$ cat config.mk
export PLATFORM = sky130hd
export DESIGN_NAME = calc_result_display_formatter
export DESIGN_NICKNAME = d
export VERILOG_FILES = /design/src/rtl/calc_result_display_formatter_pkg.sv /design/src/rtl/bcd_dabble_step.sv /design/src/rtl/calc_result_display_formatter.sv
export SDC_FILE = /design/constraint.sdc
export NUM_CORES = 1
export LEC_CHECK = 0
export ABC_AREA = 0
export BUFFER_PORTS_ARGS = -buffer_cell sky130_fd_sc_hd__buf_2
export CAP_MARGIN = 20
export CORE_MARGIN = 3
export CORE_UTILIZATION = 53
export CTS_CLUSTER_SIZE = 8
export DETAILED_ROUTE_END_ITERATION = 6
export PLACE_DENSITY = 0.83
export SLEW_MARGIN = 0
export SYNTH_ARGS = -nofsm -noshare
export SYNTH_HDL_FRONTEND = slang
export SYNTH_SLANG_ARGS = --single-unit
export TNS_END_PERCENT = 100
$ cat constraint.sdc
create_clock -name CLK -period 2.08 [get_ports CLK]
set_input_delay 0.416 -clock CLK [delete_from_list [all_inputs] [get_ports CLK]]
set_output_delay 0.416 -clock CLK [all_outputs]
set_load 0.02 [all_outputs]
$ cat src/rtl/calc_result_display_formatter_pkg.sv
// Shared constants for the result display formatter:
// digit codes, FSM encoding and code packing width.
package calc_result_display_formatter_pkg;

  localparam int CODE_W = 4;

  localparam logic [CODE_W-1:0] DIG_BLANK = 4'hF;
  localparam logic [CODE_W-1:0] DIG_MINUS = 4'hA;

  localparam logic [1:0] S_IDLE   = 2'd0;
  localparam logic [1:0] S_LOAD   = 2'd1;
  localparam logic [1:0] S_SHIFT  = 2'd2;
  localparam logic [1:0] S_FORMAT = 2'd3;

endpackage

$ cat src/rtl/bcd_dabble_step.sv
// One double-dabble correction: add 3 to every
// BCD digit that is 5 or more, ahead of the shift.
module bcd_dabble_step #(
  parameter int NDIG = 6
) (
  input  logic [NDIG*4-1:0] bcd_in,
  output logic [NDIG*4-1:0] bcd_out
);

  for (genvar g = 0; g < NDIG; g++) begin : g_dig
    logic [3:0] d;
    assign d = bcd_in[g*4 +: 4];
    assign bcd_out[g*4 +: 4] = (d >= 4'd5) ? d + 4'd3 : d;
  end

endmodule

$ cat src/rtl/calc_result_display_formatter.sv
// Signed result to six seven-segment digit codes via
// iterative double-dabble, blanking and sign placement.
module calc_result_display_formatter
  import calc_result_display_formatter_pkg::*;
#(
  parameter int BIN_WIDTH   = 18,
  parameter int BCD_DIGITS  = 5,
  parameter int DISP_DIGITS = 6
) (
  input  logic                          CLK,
  input  logic                          RESET_N,
  input  logic                          CONVERT,
  input  logic [BIN_WIDTH-1:0]          BIN_IN,
  output logic                          BUSY,
  output logic                          DONE,
  output logic [DISP_DIGITS*CODE_W-1:0] DIGIT_CODE,
  output logic                          NEGATIVE,
  output logic                          OVERFLOW
);

  localparam int BCD_W = (BCD_DIGITS + 1) * 4;
  localparam int CNT_W = $clog2(BIN_WIDTH);
  localparam int OUT_W = DISP_DIGITS * CODE_W;

  localparam logic [OUT_W-1:0] RST_CODE =
    {{(DISP_DIGITS-1){DIG_BLANK}}, 4'h0};

  logic [1:0]           state;
  logic [BIN_WIDTH-1:0] bin_q;
  logic [BIN_WIDTH-1:0] mag;
  logic [BCD_W-1:0]     bcd;
  logic [BCD_W-1:0]     bcd_adj;
  logic [CNT_W-1:0]     cnt;
  logic                 sign;
  logic                 ovf;
  logic [OUT_W-1:0]     code;

  bcd_dabble_step #(
    .NDIG (BCD_DIGITS + 1)
  ) u_step (
    .bcd_in  (bcd),
    .bcd_out (bcd_adj)
  );

  assign BUSY = (state != S_IDLE);
  assign ovf  = (bcd[BCD_DIGITS*4 +: 4] != 4'h0);

  // Highest non-zero digit below the overflow digit sets
  // how many digits are shown; the minus sits just above.
  always_comb begin
    int msd;
    msd  = 0;
    code = '1;
    for (int i = 1; i < BCD_DIGITS; i++) begin
      if (bcd[i*4 +: 4] != 4'h0) msd = i;
    end
    for (int i = 0; i < DISP_DIGITS; i++) begin
      if (ovf || i <= msd)
        code[i*CODE_W +: CODE_W] = bcd[i*4 +: 4];
      else if (sign && i == msd + 1)
        code[i*CODE_W +: CODE_W] = DIG_MINUS;
      else
        code[i*CODE_W +: CODE_W] = DIG_BLANK;
    end
  end

  always_ff @(posedge CLK or negedge RESET_N) begin
    if (!RESET_N) begin
      state      <= S_IDLE;
      bin_q      <= '0;
      mag        <= '0;
      bcd        <= '0;
      cnt        <= '0;
      sign       <= 1'b0;
      DONE       <= 1'b0;
      DIGIT_CODE <= RST_CODE;
      NEGATIVE   <= 1'b0;
      OVERFLOW   <= 1'b0;
    end else begin
      DONE <= 1'b0;
      unique case (state)
        S_IDLE: begin
          if (CONVERT) begin
            bin_q <= BIN_IN;
            state <= S_LOAD;
          end
        end
        S_LOAD: begin
          sign  <= bin_q[BIN_WIDTH-1];
          mag   <= bin_q[BIN_WIDTH-1] ? ~bin_q + 1'b1 : bin_q;
          bcd   <= '0;
          cnt   <= CNT_W'(BIN_WIDTH - 1);
          state <= S_SHIFT;
        end
        S_SHIFT: begin
          bcd <= {bcd_adj[BCD_W-2:0], mag[BIN_WIDTH-1]};
          mag <= {mag[BIN_WIDTH-2:0], 1'b0};
          if (cnt == '0) state <= S_FORMAT;
          else cnt <= cnt - 1'b1;
        end
        S_FORMAT: begin
          DIGIT_CODE <= code;
          NEGATIVE   <= sign;
          OVERFLOW   <= ovf;
          DONE       <= 1'b1;
          state      <= S_IDLE;
        end
        default: state <= S_IDLE;
      endcase
    end
  end

endmodule

## Yosys cells after proc, flatten, opt, wreduce, memory -nomap -nowiden

Index checks and enable logic that the tools add are counted.

| operators by class | value |
|---|---|
| bitwise logic cells | 1 |
| equal/unequal tests | 11 |
| reduce and logical (&&, ||, !) cells | 25 |
| $add $sub $neg | 9 |
| multiplexer cells | 31 |
| $lt $le $gt $ge | 12 |

Operator list:

| operator | number |
|---|---|
| $eq 3x32->1 const A | 2 |
| $eq 4x32->1 const A | 2 |
| $le 3x32->1 const A | 2 |
| $le 4x32->1 const A | 2 |
| $mux 32 | 2 |
| $pmux 24 s2 | 1 |
| $mux 4 | 11 |
| $pmux 18 s2 | 1 |
| $add 32x2->32 const B | 1 |
| $eq 2x32->1 const A | 1 |
| $le 1x32->1 const A | 1 |
| $le 2x32->1 const A | 1 |
| $logic_not 32->1 | 1 |
| $ge 4x3->1 const B | 6 |
| $mux 3 | 7 |
| $add 4x2->4 const B | 5 |
| $reduce_bool 4->1 | 5 |
| $add 18x1->18 const B | 1 |
| $mux 18 | 1 |
| $not 18->18 | 1 |
| $pmux 5 s2 | 1 |
| $pmux 2 s4 | 1 |
| $logic_and 1x1->1 | 6 |
| $logic_or 1x1->1 | 6 |
| 12 further kinds | 21 |

| word-level totals | value |
|---|---|
| logic and storage cells | 99 |
| register bits after elaboration | 95 |

## Logic depth before layout (Yosys ltp)

| depth | value |
|---|---|
| depth in word-level cells | 10 |
| gate-level depth with buffers | 11 |
| depth with buffers taken out | 10 |

## Cells and area by module

A second synthesis with hierarchy kept.

| second synthesis, totals | value |
|---|---|
| cells, all modules | 531 |
| area total of the unflattened synthesis | 5047.3 um^2 |

Modules (own cells, without submodules):

| module | area each (um^2) | cells an instance | times used |
|---|---|---|---|
| calc_result_display_formatter | 4439.3 | 435 | 1 |
| bcd_dabble_step | 608.1 | 96 | 1 |

## Worst setup path before layout

Ideal clock, no wire load.

| timing | value |
|---|---|
| path kind | flip-flop to flip-flop |
| from | register bcd[16] |
| to | register DIGIT_CODE[10] |
| cell stages (with the launch flop) | 11 |
| library setup time | 0.101 ns |
| path slack | -0.056 ns |
| data arrival time | 2.034 ns |
| data required time | 1.979 ns |
| cells stage by stage | dfrtp_1 > inv_1 > ha_1 > nand3_2 > inv_1 > nand2_1 > ha_1 > nand2b_1 > o21a_1 > o311ai_0 > nand3_1 |

| between the ends | value |
|---|---|
| longest elaborated chain between the ends | 7 |
| elaborated cells on any way between the ends | 9 |
| those cells by class | 1 x add/sub; 1 x order compare; 1 x eq/ne; 3 x mux; 3 x reduce/logical |

Ends and longest elaborated chain:

| element | line | source |
|---|---|---|
| from (decl) | calc_result_display_formatter.sv:31 | `logic [BCD_W-1:0] bcd;` |
| from (signal assigned) | calc_result_display_formatter.sv:96 | `bcd <= {bcd_adj[BCD_W-2:0], mag[BIN_WIDTH-1]};` |
| $reduce_bool 4->1 (*) | calc_result_display_formatter.sv:55 | `if (bcd[i*4 +: 4] != 4'h0) msd = i;` |
| $mux 32 (*) | calc_result_display_formatter.sv:55 |  |
| $add 32x2->32 | calc_result_display_formatter.sv:60 | `else if (sign && i == msd + 1)` |
| $eq 3x32->1 | calc_result_display_formatter.sv:60 |  |
| $logic_and 1x1->1 | calc_result_display_formatter.sv:60 |  |
| $mux 3 | calc_result_display_formatter.sv:60 |  |
| $mux 4 (*) | calc_result_display_formatter.sv:58 | `if (ovf \|\| i <= msd)` |
| to (signal assigned) | calc_result_display_formatter.sv:102 | `DIGIT_CODE <= code;` |
| to (decl) | calc_result_display_formatter.sv:16 | `output logic [DISP_DIGITS*CODE_W-1:0] DIGIT_CODE,` |

Every way passes the cells marked *; elsewhere a longest branch is shown, timed or not.
A chain may end at the register's enable or synchronous reset.

## Worst setup path after layout

| timing | value |
|---|---|
| from | register bcd[21] |
| to | register DIGIT_CODE[4] |

| between the ends | value |
|---|---|
| longest elaborated chain between the ends | 3 |

Ends and longest elaborated chain:

| element | line | source |
|---|---|---|
| $reduce_bool 4->1 | calc_result_display_formatter.sv:46 | `assign ovf = (bcd[BCD_DIGITS*4 +: 4] != 4'h0);` |
| $logic_or 1x1->1 | calc_result_display_formatter.sv:58 |  |
| $mux 4 | calc_result_display_formatter.sv:58 |  |

No other way between the ends.

==> impl_results.md <==
- Outcome: finished clean
- Drt drc: 0
- Nets: 596
- Total negative setup slack: 0 ns
- Via/cell ratio: 5.62
- Clock latency on the worst-skew pair: 0.36 ns
- First-pass GRT wire length: 16800 microns
- Die height: 103 microns
- Initial Util: 0.555
- Leakage power: 2.52 nW
- ANT cells: 0
- Total nets after synthesis: 532
- DRT iter0 DRCs: 153
- Max-slew headroom: 0.524
- Unrepaired setup endpoints after global routing: yes
- Fill cell count: 718
- Vias in the first global route: 3683
- Max-cap violations: 0
- Core box area: 8890 sq um
- Initial antenna violation count: 0
- Syn-to-layout area delta: 14.6%
- Crit Path Category: register to register
- CTS tree: yes
- CP required: 2.38 ns
- Final Hold Viols: 0
- Wire per inst: 15.0 microns
- Clk Tree Root Cell: clkbuf_8
- Seq/Total Area, Yosys: 0.486
- Worst Setup End Kind: register
- # IOs: 49
- CTS sink count: 95
- Min-Delay Path Class: input pin to register
- Min Tclk post-route: 2.00 ns
- Routed Antenna Nets: 0
- Cell Area, Synth: 4940 sq um
- Routed WL: 9980 microns
- Syn Inst Count: 487
- Clock transition at path regs: 0.09 ns
- Share of cells above drive strength 1: 0.290
- FP Rows: 34
- Num CTS Buffers: 9
- CP arrival: 2.30 ns
- Detailed Routing Iterations Pass 1: 4
- Multi-input gate area: 2310 sq um
- Crit Path Max Fanout: 5
- Worst-margin pin slew: 0.709 ns
- Worst Skew: 0.00523 ns
- Tot Pwr: 7.32 mW
- Post-synth ARST share: 1.00
- Commonest cells after routing, fill and taps aside: 75 x dfrtp_1, 47 x buf_2, 46 x nor2_1, 43 x inv_1, 31 x mux2_2
- Synth warn: 0
- Max clock buf depth: 2
- GRT Util Overall: 0.199
- FMAX: 0.500 GHz
- Slew Limit Fails: 0
- Die Area: 10500 sq um
- Reg2Reg Setup Slack: 0.08 ns
- PwrDens: 1290 nW/um^2
- Dpl hpwl: 7160 microns
- Commonest non-fill, non-tap cell in the layout: dfrtp_1
- Die Wd: 103 microns
- Port bufs: 48
- Period utilization: 0.962
- Via count: 3729
- Most common flop cell mapped by yosys: dfrtp_1
- Startpoint type of the worst setup path: register
- GRT overflow: 0
- Flops & latches, synth: 95
- H-tree levels: 3
- Post-synth EDFFs: 0
- # setup viols final: 0
- Maximum VDD drop: 0.768 mV
- Reg area: 2400 sq um
- Synth cell types: 51
- GP Congestion: 0.845
- Largest net degree at the start of global routing: 69
- Avg Cell Area, Syn: 10.1 sq um
-- Yosys cell counts (4+ instances only) --
| library cell | number | area, sq um |
|---|---|---|
| dfrtp_1 | 75 | 1880 |
| inv_1 | 46 | 173 |
| nor2_1 | 46 | 173 |
| mux2_2 | 31 | 349 |
| a21oi_1 | 30 | 150 |
| o21ai_0 | 25 | 125 |
| o22ai_1 | 25 | 156 |
| ha_1 | 24 | 300 |
| dfstp_2 | 20 | 526 |
| xnor2_1 | 19 | 166 |
| clkbuf_1 | 18 | 67.6 |
| nand2_1 | 18 | 67.6 |
| nand3_1 | 14 | 70.1 |
| a31oi_1 | 12 | 75.1 |
| nor3_1 | 9 | 45.0 |
| nand2b_1 | 8 | 50.1 |
| o31ai_1 | 8 | 60.1 |
| xor2_1 | 7 | 61.3 |
| nor2b_1 | 4 | 25.0 |
| o32ai_1 | 4 | 35.0 |
-- per-layer routing --
metal,share of wire,GRT usage,vias up
met3,0.044,0.0474,13
met5,0,0,-
met1,0.45,0.254,1798
met2,0.49,0.341,83
met4,0.014,0.0545,0
li1,-,-,1835
-- sequential cells by signal, summed over array words and instances, names as in the netlist --
register / cells
DIGIT_CODE: 24
DONE: 1
NEGATIVE: 1
OVERFLOW: 1
bcd: 24
bin_q: 18
cnt: 5
mag: 18
sign: 1
state: 2
-- worst paths after layout --
check	end	from	cells past startpoint
setup / recovery	DIGIT_CODE[4]	bcd[21]	7
hold / removal	bin_q[15]	BIN_IN[15]	2
min in group asynchronous	OVERFLOW	RESET_N	2
max in group asynchronous	DIGIT_CODE[21]	RESET_N	3
setup reg to reg	DIGIT_CODE[4]	bcd[21]	7
hold reg to reg	DIGIT_CODE[7]	DIGIT_CODE[7]	2
-- report_power, final --
| group | leakage (nW) | internal, mW | switching (mW) |
|---|---|---|---|
| sequential | 1.16 | 2.44 | 0.505 |
| clock | 0.0932 | 0.425 | 0.622 |
| combinational | 1.26 | 1.45 | 1.88 |
| total | 2.52 | 4.31 | 3.01 |
-- metrics by stage --
step	cell area [sq um]	instances	setup slack, ns	utilization	hold WS, ns
2_1_floorplan	4940	487	0.0191	-	0.120
3_3_place_gp	5420	643	0.0652	0.610	0.349
3_5_place_dp	5420	643	-0.0415	0.610	0.355
4_1_cts	5600	660	0.00148	0.630	0.268
5_1_grt	5660	664	0.00946	0.637	0.276
6_report	5660	664	0.0783	0.637	0.282
-- final cells by class --
type	count	area share
tap	108	0.0239
clock buffer	9	0.0219
timing repair buffer	76	0.0849
multi-input combinational	323	0.408
sequential	95	0.424
clock inverter	7	0.00663
inverter	46	0.0305
-- logic make-up after synthesis --
family          count (synthesis)  synth area share
fa+ha+maj                      24            0.0608
simple gates                  118             0.120
compound gates                121             0.156
buf+inv                        69            0.0537
mux                            34            0.0768
xor+xnor                       26            0.0461
flops                          95             0.486
-- critical path, stage by stage, from the launching register on --
cell and delay, ns:
dfrtp_1 0.41, inv_1 0.13, ha_1 0.16, nor3b_4 0.20, and2_4 0.20, and4b_4 0.25, mux2_2 0.33, mux2_2 0.26
-- repair_timing --
item | 4_1_cts | 5_1_grt
hold buffers | 1 | 0
pin swaps | 0 | 3
endpoints found under the setup margin | 2 | 8
endpoints found under the hold margin | 8 | 0
setup buffers | 0 | 4
gates resized for setup | 1 | 8
Note: power is estimated with default switching activity, not from simulation.
